$ cat src/rtl/hazard_ctrl_pkg.sv
// Shared encodings and widths for the 5-stage pipeline hazard controller.
package hazard_ctrl_pkg;

    localparam int REG_W  = 5;
    localparam int PERF_W = 16;
    localparam int WAIT_W = 8;
    localparam int LU_W   = 3;

    typedef enum logic [1:0] {
        RUN      = 2'd0,
        LU_STALL = 2'd1,
        MEM_WAIT = 2'd2
    } hz_state_e;

    function automatic logic [PERF_W-1:0] perf_inc(input logic [PERF_W-1:0] v);
        return (v == {PERF_W{1'b1}}) ? v : v + {{(PERF_W-1){1'b0}}, 1'b1};
    endfunction

endpackage

$ cat src/rtl/hazard_ctrl_load_use.sv
// Load-use comparator: flags an ID source register that a load in EX has not yet produced.
module load_use_detect
    import hazard_ctrl_pkg::*;
(
    input  logic [REG_W-1:0] id_rs,
    input  logic [REG_W-1:0] id_rt,
    input  logic             id_uses_rt,
    input  logic             idex_memread,
    input  logic [REG_W-1:0] idex_rt,
    output logic             lu_hit
);

    // $zero is never a real dependency, so a load targeting it cannot stall.
    assign lu_hit = idex_memread && (idex_rt != {REG_W{1'b0}}) &&
                    ((idex_rt == id_rs) || (id_uses_rt && (idex_rt == id_rt)));

endmodule

$ cat src/rtl/hazard_ctrl.sv
// Pipeline sequencing controller: load-use bubbles, taken-branch flush, memory-busy freeze.
// Optional saturating performance counters are built when HAZARD_PERF_EN is defined.
module hazard_ctrl
    import hazard_ctrl_pkg::*;
#(
    parameter int LU_BUBBLES  = 1,
    parameter int MEM_TIMEOUT = 255
)(
    input  logic              clk,
    input  logic              rst_n,
    input  logic [REG_W-1:0]  id_rs,
    input  logic [REG_W-1:0]  id_rt,
    input  logic              id_uses_rt,
    input  logic              idex_memread,
    input  logic [REG_W-1:0]  idex_rt,
    input  logic              exmem_branch_taken,
    input  logic              dmem_busy,
    output logic              pc_we,
    output logic              ifid_we,
    output logic              ifid_flush,
    output logic              idex_flush,
    output logic              exmem_flush,
    output logic              pipe_hold,
    output logic              timeout_err,
    output logic [1:0]        state_o,
    output logic [PERF_W-1:0] perf_stall,
    output logic [PERF_W-1:0] perf_flush,
    output logic [PERF_W-1:0] perf_wait
);

    hz_state_e         state_q, state_d, ret_state_q, ret_state_d;
    logic [LU_W-1:0]   lu_cnt_q, lu_cnt_d;
    logic [WAIT_W-1:0] wait_cnt_q, wait_cnt_d;
    logic              timeout_err_q, timeout_err_d;
    logic              lu_hit;

    load_use_detect u_lu (
        .id_rs        (id_rs),
        .id_rt        (id_rt),
        .id_uses_rt   (id_uses_rt),
        .idex_memread (idex_memread),
        .idex_rt      (idex_rt),
        .lu_hit       (lu_hit)
    );

    // Next-state and control decode; priority is busy, then branch, then load-use.
    always_comb begin
        state_d       = state_q;
        ret_state_d   = ret_state_q;
        lu_cnt_d      = lu_cnt_q;
        wait_cnt_d    = wait_cnt_q;
        timeout_err_d = timeout_err_q;
        pc_we         = 1'b1;
        ifid_we       = 1'b1;
        ifid_flush    = 1'b0;
        idex_flush    = 1'b0;
        exmem_flush   = 1'b0;
        pipe_hold     = 1'b0;
        case (state_q)
            LU_STALL: begin
                if (dmem_busy) begin
                    pc_we       = 1'b0;
                    ifid_we     = 1'b0;
                    pipe_hold   = 1'b1;
                    ret_state_d = LU_STALL;
                    wait_cnt_d  = {{(WAIT_W-1){1'b0}}, 1'b1};
                    state_d     = MEM_WAIT;
                end else if (exmem_branch_taken) begin
                    ifid_flush  = 1'b1;
                    idex_flush  = 1'b1;
                    exmem_flush = 1'b1;
                    lu_cnt_d    = {LU_W{1'b0}};
                    state_d     = RUN;
                end else begin
                    pc_we      = 1'b0;
                    ifid_we    = 1'b0;
                    idex_flush = 1'b1;
                    lu_cnt_d   = lu_cnt_q - {{(LU_W-1){1'b0}}, 1'b1};
                    if (lu_cnt_q <= {{(LU_W-1){1'b0}}, 1'b1}) begin
                        state_d = RUN;
                    end else begin
                        state_d = LU_STALL;
                    end
                end
            end
            MEM_WAIT: begin
                // Frozen on the exit cycle too, so the held stages get one recovery cycle.
                pc_we         = 1'b0;
                ifid_we       = 1'b0;
                pipe_hold     = 1'b1;
                timeout_err_d = timeout_err_q || (wait_cnt_q >= WAIT_W'(MEM_TIMEOUT));
                if (dmem_busy) begin
                    wait_cnt_d = (wait_cnt_q == {WAIT_W{1'b1}}) ? wait_cnt_q
                               : wait_cnt_q + {{(WAIT_W-1){1'b0}}, 1'b1};
                    state_d    = MEM_WAIT;
                end else begin
                    wait_cnt_d = {WAIT_W{1'b0}};
                    state_d    = ret_state_q;
                end
            end
            default: begin
                // RUN, and the unused code 3 which recovers into RUN.
                state_d = RUN;
                if (dmem_busy) begin
                    pc_we       = 1'b0;
                    ifid_we     = 1'b0;
                    pipe_hold   = 1'b1;
                    ret_state_d = RUN;
                    wait_cnt_d  = {{(WAIT_W-1){1'b0}}, 1'b1};
                    state_d     = MEM_WAIT;
                end else if (exmem_branch_taken) begin
                    ifid_flush  = 1'b1;
                    idex_flush  = 1'b1;
                    exmem_flush = 1'b1;
                end else if (lu_hit) begin
                    pc_we      = 1'b0;
                    ifid_we    = 1'b0;
                    idex_flush = 1'b1;
                    if (LU_BUBBLES > 1) begin
                        lu_cnt_d = LU_W'(LU_BUBBLES - 1);
                        state_d  = LU_STALL;
                    end else begin
                        state_d = RUN;
                    end
                end else begin
                    state_d = RUN;
                end
            end
        endcase
        if (!rst_n) begin
            pc_we       = 1'b1;
            ifid_we     = 1'b1;
            ifid_flush  = 1'b0;
            idex_flush  = 1'b0;
            exmem_flush = 1'b0;
            pipe_hold   = 1'b0;
        end else begin
            pipe_hold = pipe_hold;
        end
    end

    // Controller state registers.
    always_ff @(posedge clk or negedge rst_n) begin
        if (!rst_n) begin
            state_q       <= RUN;
            ret_state_q   <= RUN;
            lu_cnt_q      <= {LU_W{1'b0}};
            wait_cnt_q    <= {WAIT_W{1'b0}};
            timeout_err_q <= 1'b0;
        end else begin
            state_q       <= state_d;
            ret_state_q   <= ret_state_d;
            lu_cnt_q      <= lu_cnt_d;
            wait_cnt_q    <= wait_cnt_d;
            timeout_err_q <= timeout_err_d;
        end
    end

    assign timeout_err = timeout_err_q;
    assign state_o     = state_q;

`ifdef HAZARD_PERF_EN
    logic [PERF_W-1:0] perf_stall_q, perf_stall_d;
    logic [PERF_W-1:0] perf_flush_q, perf_flush_d;
    logic [PERF_W-1:0] perf_wait_q, perf_wait_d;

    // A branch flush also raises idex_flush; ifid_flush separates it from a bubble.
    always_comb begin
        perf_stall_d = perf_stall_q;
        perf_flush_d = perf_flush_q;
        perf_wait_d  = perf_wait_q;
        if (idex_flush && !ifid_flush) begin
            perf_stall_d = perf_inc(perf_stall_q);
        end else begin
            perf_stall_d = perf_stall_q;
        end
        if (ifid_flush) begin
            perf_flush_d = perf_inc(perf_flush_q);
        end else begin
            perf_flush_d = perf_flush_q;
        end
        if (state_q == MEM_WAIT) begin
            perf_wait_d = perf_inc(perf_wait_q);
        end else begin
            perf_wait_d = perf_wait_q;
        end
    end

    // Performance counter registers.
    always_ff @(posedge clk or negedge rst_n) begin
        if (!rst_n) begin
            perf_stall_q <= {PERF_W{1'b0}};
            perf_flush_q <= {PERF_W{1'b0}};
            perf_wait_q  <= {PERF_W{1'b0}};
        end else begin
            perf_stall_q <= perf_stall_d;
            perf_flush_q <= perf_flush_d;
            perf_wait_q  <= perf_wait_d;
        end
    end

    assign perf_stall = perf_stall_q;
    assign perf_flush = perf_flush_q;
    assign perf_wait  = perf_wait_q;
`else
    assign perf_stall = {PERF_W{1'b0}};
    assign perf_flush = {PERF_W{1'b0}};
    assign perf_wait  = {PERF_W{1'b0}};
`endif

endmodule

$ cat config.mk
export PLATFORM = sky130hd
export DESIGN_NAME = hazard_ctrl
export DESIGN_NICKNAME = d
export VERILOG_FILES = /design/src/rtl/hazard_ctrl_pkg.sv /design/src/rtl/hazard_ctrl_load_use.sv /design/src/rtl/hazard_ctrl.sv
export SDC_FILE = /design/constraint.sdc
export NUM_CORES = 1
export LEC_CHECK = 0
export CAP_MARGIN = 20
export CORE_MARGIN = 2
export CORE_UTILIZATION = 35
export CTS_CLUSTER_SIZE = 12
export DETAILED_ROUTE_END_ITERATION = 12
export PLACE_DENSITY = 0.85
export SYNTH_ARGS = -nofsm -noshare
export SYNTH_HDL_FRONTEND = slang
export SYNTH_SLANG_ARGS = --single-unit
$ cat constraint.sdc
create_clock -name clk -period 2 [get_ports clk]
set_clock_uncertainty 0.15 [all_clocks]
set_input_delay 0.4 -clock clk [delete_from_list [all_inputs] [get_ports clk]]
set_output_delay 0.4 -clock clk [all_outputs]
set_load 0.1 [all_outputs]
Word-level counts from Yosys, hierarchy flattened. Cells that the tools add are included.

Memories kept: 0. Bits of input ports: 21. Memory bits (read-only): 0. Bits in latches: 0. Word-level logic and storage cells: 59. Register bits: 16. Bits in writable memories: 0.

Add/sub/neg operators: 2. Mux-type cells: 32. Div/mod/pow operators: 0. Reductions and logical operators: 10. Bitwise logic cells: 2. $lt $le $gt $ge: 2. Shifts and indexed selects: 0. Equal/unequal tests: 6. Multiply operators: 0.

Operator list (number): 2-to-1 mux 8 bit (4); 2-to-1 mux 1 bit (18); equality test 5 bit (2); 2-to-1 mux 2 bit (5); adder 8 x 1 -> 8 bit, second input constant (1); equality test 8 bit, second input constant (1); >= comparator 8 bit, second input constant (1); one-hot mux 2 bit (2 select lines) (2); AND reduction 2 bit (3); nonzero test 5 bit (1); one-hot mux 1 bit (2 select lines) (2); <= comparator 3 x 1 -> 1 bit, second input constant (1); logical AND 1 bit (3); 2-to-1 mux 3 bit (1); inequality test 3 bit, second input constant (1); subtractor 3 x 1 -> 3 bit, second input constant (1); equality test 2 x 1 -> 1 bit, second input constant (1); equality test 2 bit, second input constant (1); logical OR 1 bit (2); inverter 1 bit (2); nonzero test 2 bit (1).

Longest topological paths before layout. Gate-level depths: netlist (run 1).

Word-level depth: 9. Gate-level depth with buffers: 6. Gate-level depth less buffers: 6.

Cells and area by module. A second synthesis (run 1) with hierarchy kept.

Cells, all modules: 161. Area total of the unflattened synthesis: 1386.3 µm².

By module, submodules not included: hazard_ctrl (area an instance 1253.7 µm², times used 1, cells each 144); load_use_detect (area an instance 132.6 µm², times used 1, cells each 17).

Least setup slack after synthesis (run 1). OpenSTA, ideal clock, no wires.

Kind: register to output. Start: register state_q[0], in the netlist state_o[0]. End: output port ifid_flush. Stages on the path, launching flop included: 6. Arrival time: 5278 ps. Path buffers: 2. Data required time: 1450 ps. Path slack: -3828 ps. Path through: dfrtp_1 > inv_1 > ha_1 > clkbuf_1 > nor4b_1 > buf_4.

Cells in the longest elaborated chain, start to end: 3.

Ends and longest elaborated chain: from (decl) (RTL line hazard_ctrl.sv:31) `hz_state_e state_q, state_d, ret_state_q, ret_state_d;`; from (signal assigned) (RTL line hazard_ctrl.sv:151) `state_q <= state_d;`; equality test 2 bit; 2-to-1 mux 1 bit (2 in a row); to (decl) (RTL line hazard_ctrl.sv:20) `output logic ifid_flush,`.

No other way between the ends.

Worst setup path after layout (run 1).
Start: register state_q[1], in the netlist state_o[1]. End: output port idex_flush.

Cells in the longest elaborated chain, start to end: 3. Elaborated cells between the ends (all ways): 4.

Ends and longest elaborated chain: equality test 2 bit or equality test 2 x 1 -> 1 bit (tied branches) (RTL line hazard_ctrl.sv:59) `case (state_q)`; one-hot mux 1 bit (2 select lines) (*) (RTL line hazard_ctrl.sv:59); 2-to-1 mux 1 bit (*) (RTL line hazard_ctrl.sv:130) `if (!rst_n) begin`; to (decl) (RTL line hazard_ctrl.sv:21) `output logic idex_flush,`.

Mark *: on every way between the ends. The rest lies on a longest branch, timed or not.

==> flow_summary.toml, run 1 <==
[run_status]
status = "complete, but fails checks"
violations = "negative setup slack"

[placed_design]
hpwl_mm = 2.49
dp.cells = 251
dpl-instance-area_um2 = 1800
gp_congestion = 0.788
portBuffers = 29

[clock_tree]
cts_sinks = 15
cts_tree = "built"
path_clk_slew_ns = 0.07
clock_path_buffers = 2
clk_latency_ns = 0.26
htreeDepth = 1
root_buffer = "clkbuf_8"
cts_buffers = 3

[sta]
worst_slack_ns = -0.430
rsz0062_at_grt = "yes"
setup_viol = 5
clock.fmax_mhz = 412
post-route-period-util_pct = 121
drv_slew = 0
hold_viol = 0
period_needed_ns = 2.43

[worst_setup_path]
crit_start = "state_o[1]"
rrSetupSlack_ns = 0.27
worstPathArrival_ns = 1.88
critPathKind = "reg2out"
critPathRequiredTime_ns = 1.45
cp_max_fo = 4
cp-end-kind = "output pin"
worstSetupStartpointType = "register"
r2r-start = "state_o[0]"
endpoint = "idex_flush"
r2r_end = "ret_state_q[0]"
rr_worst_depth = 6

[floorplanning]
die_area_um2 = 4520
ios = 78
core_um2 = 3740
die-width_um = 67.2
start_util_pct = 37.4
rows = 22
die_y_um = 67.2

[logic_synthesis]
yosysWarnings = 0
synthMuxAreaShare_pct = 3.04
yosys.area_share.simple_pct = 13.6
syn_area_per_cell_um2 = 8.53
synth_top_area_share_pct = 26.8
synth_top_family_by_area = "buffers and inverters"
synth_area_leader_cell = "buf_4"
synthTopCellsByArea = "buf_4 (27%), dfrtp_1 (27%), xor2_1 (6.9%)"
synth_xor_area_share_pct = 8.77
syn-instance-count = 164
synth-compound-area-share_pct = 13.5
synth_area_um2 = 1400
synthTopCellsByCount = "buf_4 (50), dfrtp_1 (15), nand2_1 (13)"
seq_area_frac_synth_pct = 26.8
async_flop_share_pct = 100
synthAdderAreaFrac_pct = 4.47
synth_edf_count = 0
ys_types = 36
synth-main-ff-cell = "dfrtp_1"
ys_ff_latch = 15
yosysMostFrequentCell = "buf_4"

[power]
p_leak_nw = 0.933
power_density_nw_per_um2 = 649
ir_worst_vdd_mv = 0.549

[drt]
route.detailed.drc = 0
drt_iter0_drc = 29
wl_mm = 3.64
via_count = 1185
dr.pass1.iters = 4
via_per_inst = 4.52
post_drt_wl_per_cell_um = 13.9
ant_nets = 0

[global_route]
antenna_found_initial = 0
grt_overflow = 0
grt_usage_pct = 17.0
grt_max_degree = 10
grt_pass1_vias = 1157
grt_pass1_wl_mm = 5.66

[layout]
stdcell_count = 262
stdcell_area_um2 = 1970
nNetsFinal = 241
drive_gt1_share_pct = 28.0
area_growth_pct = 40.8
num_antenna_cells = 0

[worst_hold_path]
hp-class = "in2async"

[job]
maxCapViolCount = 0
-- critical path: stages (launching register included) --
cell and delay [ns]:
dfrtp_4 0.51, ha_4 0.32, nor2_2 0.05, nor3b_2 0.18, o211ai_1 0.17, o21ai_4 0.20
buf_12 0.19
-- cell usage in the layout, fill, tap and decap left out, drive strengths merged, types with 3 or more instances in the layout --
master and instances:
nand2 13, clkbuf 4, o21ai 12, ha 5, dlygate4sd2 9, buf 31, conb 48, nor3 3
dfrtp 15, nand3 4, xor2 11, xnor2 3, o2111ai 4, inv 8, and3 3, clkdlybuf4s50 8
nor2 7
-- metrics by stage --
step	util [%]	worst slack, ns	TNS (ns)	power [mW]	hold WS, ns
after global routing	52.6	-0.457	-1.71	1.32	0.193
after floorplan	-	-1.02	-2.99	0.939	-0.0456
after detailed placement	48.1	-0.715	-2.74	0.988	0.354
final	52.6	-0.430	-1.44	1.28	0.184
after global placement	48.1	-0.583	-2.30	0.980	0.340
after CTS	52.1	-0.367	-1.28	1.27	0.183
-- layer usage --
| metal | share of wire, % | GRT usage, % | wire (um) | vias to the layer above |
|---|---|---|---|---|
| li1 | - | - | - | 562 |
| met1 | 36 | 18.1 | 1310 | 539 |
| met2 | 55 | 31.7 | 2010 | 72 |
| met3 | 5.8 | 3.50 | 211 | 12 |
| met4 | 2.7 | 8.42 | 98 | 0 |
| met5 | 0 | 0 | 0 | - |
-- worst min-delay path by stage --
stage,from,slack (ns),end
final,rst_n,0.18,ret_state_q[0]
after global routing,rst_n,0.19,ret_state_q[0]
after CTS,rst_n,0.18,ret_state_q[0]
after detailed placement,lu_cnt_q[1],0.35,lu_cnt_q[1]
after global placement,ret_state_q[0],0.34,ret_state_q[0]
after floorplan,rst_n,-0.05,lu_cnt_q[0]
-- cell type report --
| type | instances | area [um2] |
|---|---|---|
| clock inverter | 1 | 5.00 |
| tap | 48 | 60.1 |
| timing repair buffer | 51 | 536 |
| sequential | 15 | 383 |
| inverter | 8 | 32.5 |
| multi-input combinational | 136 | 912 |
| clock buffer | 3 | 41.3 |
| fill | 347 | 1770 |
-- logic make-up after synthesis --
group,after synthesis
xor+xnor,14
flops,15
buf+inv,60
other cells,1
mux,4
fa+ha+maj,5
simple gates,38
compound gates,27
-- timing repair --
action,in CTS,in global routing
hold buffers,0,0
pin swaps,9,1
setup endpoints to repair,6,6
buffers inserted,7,0
gates cloned,0,0
resized for setup,27,5
-- registers in the layout (all words and copies together) (netlist names) --
name / cells
lu_cnt_q: 3
timeout_err: 1
ret_state_q: 1
wait_cnt_q: 8
state_o: 2
-- power breakdown --
group	internal, mW	switching (mW)	total [mW]
logic	0.134	0.560	0.694
clock network	0.139	0.122	0.261
registers	0.312	0.0107	0.323
total	0.585	0.693	1.28
No activity file was read; power rests on OpenSTA's default activity.
==> inputs of run 2 (changes only) <==
--- a/config.mk
+++ b/config.mk
@@ -5,12 +5,15 @@
 export SDC_FILE = /design/constraint.sdc
 export NUM_CORES = 1
 export LEC_CHECK = 0
+export ABC_AREA = 1
 export CAP_MARGIN = 20
+export CELL_PAD_IN_SITES_DETAIL_PLACEMENT = 1
+export CELL_PAD_IN_SITES_GLOBAL_PLACEMENT = 2
 export CORE_MARGIN = 2
-export CORE_UTILIZATION = 35
+export CORE_UTILIZATION = 18
 export CTS_CLUSTER_SIZE = 12
 export DETAILED_ROUTE_END_ITERATION = 12
-export PLACE_DENSITY = 0.85
+export PLACE_DENSITY = 0.84
 export SYNTH_ARGS = -nofsm -noshare
 export SYNTH_HDL_FRONTEND = slang
 export SYNTH_SLANG_ARGS = --single-unit
==> run 2 against run 1 <==
Net effect: the run still ends with negative setup slack left; cell count up 34%; power down 0.62%; sequential share of layout area down 0.53 points; wire length down 8.1%; count of clock-buffer cells in the layout unchanged; synthesized area up 4.4%.
==> flow_summary.toml, run 2 <==
[layout]
drive_gt1_share_pct = 27.6
num_antenna_cells = 0
area_growth_pct = 38.6
final_common_cell = "conb_1"
stdcell_count = 352
top_register = "wait_cnt_q"
nNetsFinal = 277
largest_reg_flops = 8
mostFrequentLayoutCells = "conb_1 (48), nand2_1 (37), inv_1 (23)"

[clock_tree]
root_buffer = "clkbuf_8"
htreeDepth = 1
clk_latency_ns = 0.25
cts_sinks = 15
path_clk_slew_ns = 0.07
cts_tree = "built"
clock_path_buffers = 2
cts_buffers = 3

[logic_synthesis]
synth_edf_count = 0
synthTopCellsByArea = "buf_4 (26%), dfrtp_1 (26%), nand2_1 (11%)"
synth_top_area_share_pct = 25.7
synthTopCellsByCount = "buf_4 (50), nand2_1 (41), inv_1 (29)"
async_flop_share_pct = 100
ys_types = 26
synth-main-ff-cell = "dfrtp_1"
synthAdderAreaFrac_pct = 4.28
syn-instance-count = 203
synth_area_um2 = 1460
synth-compound-area-share_pct = 7.28
synth_top_family_by_area = "buffers and inverters"
yosys.area_share.simple_pct = 23.9
yosysWarnings = 0
yosysMostFrequentCell = "buf_4"
ys_ff_latch = 15
synth_area_leader_cell = "buf_4"
synth_xor_area_share_pct = 4.80
syn_area_per_cell_um2 = 7.19
synthMuxAreaShare_pct = 0
seq_area_frac_synth_pct = 25.7

[drt]
dr.pass1.iters = 4
via_per_inst = 3.52
ant_nets = 0
route.detailed.drc = 0
drt_iter0_drc = 30
post_drt_wl_per_cell_um = 9.49
wl_mm = 3.34
via_count = 1238

[sta]
hold_viol = 0
worst_slack_ns = -0.201
drv_slew = 0
tns_ns = -0.511
rsz0062_at_grt = "yes"
setup_viol = 3
post-route-period-util_pct = 110
clock.fmax_mhz = 454
period_needed_ns = 2.20

[worst_setup_path]
critPathKind = "reg2out"
worstPathArrival_ns = 1.65
cp_max_fo = 3
crit_family = "flip-flops"
rr_worst_depth = 9
r2r-start = "state_o[1]"
crit_start = "state_o[1]"
worstSetupPathDepth = 6
critPathRequiredTime_ns = 1.45
worstSetupStartpointType = "register"
slowest_delay_ns = 0.52
slowest_stage = "dfrtp_4"
crit_chain = "ha_4 -> inv_4 -> nor2_4 -> nand2_2 -> a21oi_4 -> buf_12"
r2r_end = "state_o[0]"
endpoint = "idex_flush"
critPathBufInv = 2
rrSetupSlack_ns = 0.29
cp-end-kind = "output pin"

[run_status]
violations = "negative setup slack"
status = "complete, but fails checks"

[placed_design]
dp.cells = 344
place_ws_ns = -0.521
gp_congestion = 0.790
portBuffers = 29
hpwl_mm = 2.84

[floorplanning]
die_y_um = 94.1
core_um2 = 7810
start_util_pct = 18.7
die_area_um2 = 8850
ios = 78
die-width_um = 94.1
rows = 32

[global_route]
grt_overflow = 0
antenna_found_initial = 0
grt_pass1_wl_mm = 5.39
grt_max_degree = 16
grt_usage_pct = 7.54
grt_pass1_vias = 1200

[power]
p_leak_nw = 1.06
ir_worst_vdd_mv = 0.178
power_density_nw_per_um2 = 627

[job]
maxCapViolCount = 0

[worst_hold_path]
hp-class = "in2async"
==> run 2: changes by cell type in the layout (fill, tap and decap cells not counted), sizes merged, moves of 3 or more <==
| cell | previous run | this run |
|---|---|---|
| o2111ai | 4 | 0 |
| buf | 31 | 28 |
| xor2 | 11 | 3 |
| clkdlybuf4s50 | 8 | 1 |
| a21oi | 1 | 4 |
| nor3 | 3 | 0 |
| inv | 8 | 30 |
| nand3 | 4 | 15 |
| dlygate4sd2 | 9 | 13 |
| clkbuf | 4 | 7 |
| nor2 | 7 | 10 |
| nand2 | 13 | 43 |
==> run 2: tightest hold or removal path, delay by kind of cell <==
family / cells / cell delay, ns
buffers and inverters: 3 / 0.65
==> run 2: layout make-up <==
| type | instances | area, um2 |
|---|---|---|
| clock buffers | 3 | 41.3 |
| fillers | 971 | 5780 |
| flip-flops and latches | 15 | 383 |
| clock inverters | 1 | 5.00 |
| inverters | 30 | 115 |
| multi-input cells | 154 | 867 |
| well taps | 102 | 128 |
| repair buffers | 47 | 485 |
==> run 2: how the worst min path moves through the flow <==
stage / from / endpoint / slack, ns / cells after the start
2_1_floorplan: rst_n / lu_cnt_q[0] / -0.05 / 0
3_3_place_gp: ret_state_q[0] / ret_state_q[0] / 0.32 / 2
3_5_place_dp: ret_state_q[0] / ret_state_q[0] / 0.33 / 2
4_1_cts: rst_n / wait_cnt_q[0] / 0.29 / 3
5_1_grt: rst_n / wait_cnt_q[0] / 0.31 / 3
6_report: rst_n / wait_cnt_q[2] / 0.28 / 3
==> run 2: layer usage <==
metal | vias up | part of all wire (%) | wire length (um) | track usage [%]
met5 | - | 0 | 0 | 0
met4 | 0 | 0.93 | 31 | 3.14
met3 | 2 | 3.6 | 120 | 0.642
met2 | 38 | 54 | 1810 | 14.0
met1 | 574 | 41 | 1380 | 8.82
li1 | 624 | - | - | -
==> run 2: through the flow <==
stage                     util [%]  hold slack [ns]  instance area [um2]  power [mW]
after global placement        25.1            0.320                 1960        1.03
final                         25.9            0.284                 2020        1.27
after global routing          25.9            0.305                 2020        1.34
after CTS                     25.9            0.291                 2020        1.28
after floorplan                  -          -0.0456                 1740       0.979
after detailed placement      25.1            0.326                 1960        1.03
==> run 2: report_power, final <==
| group | leakage [nW] | switching (mW) | internal, mW | total, mW |
|---|---|---|---|---|
| Sequential | 0.195 | 0.0142 | 0.320 | 0.334 |
| Combinational | 0.837 | 0.567 | 0.123 | 0.690 |
| Clock | 0.0255 | 0.109 | 0.138 | 0.246 |
| Total | 1.06 | 0.690 | 0.580 | 1.27 |
==> run 2: timing repair <==
action / in CTS / in global routing
resized for setup: 35 / 11
hold buffers: 0 / 0
pin swaps: 17 / 4
hold endpoints to repair: 0 / 0
setup endpoints to repair: 6 / 6
buffers inserted: 2 / 2
==> run 2: cell families after synthesis <==
kind of cell               after synthesis
AOI/OAI and AO/OA                       20
xor gates and xnor gates                 8
adders and majority gates                5
buffers and inverters                   81
DFF                                     15
other                                    1
and+or+nand+nor                         73
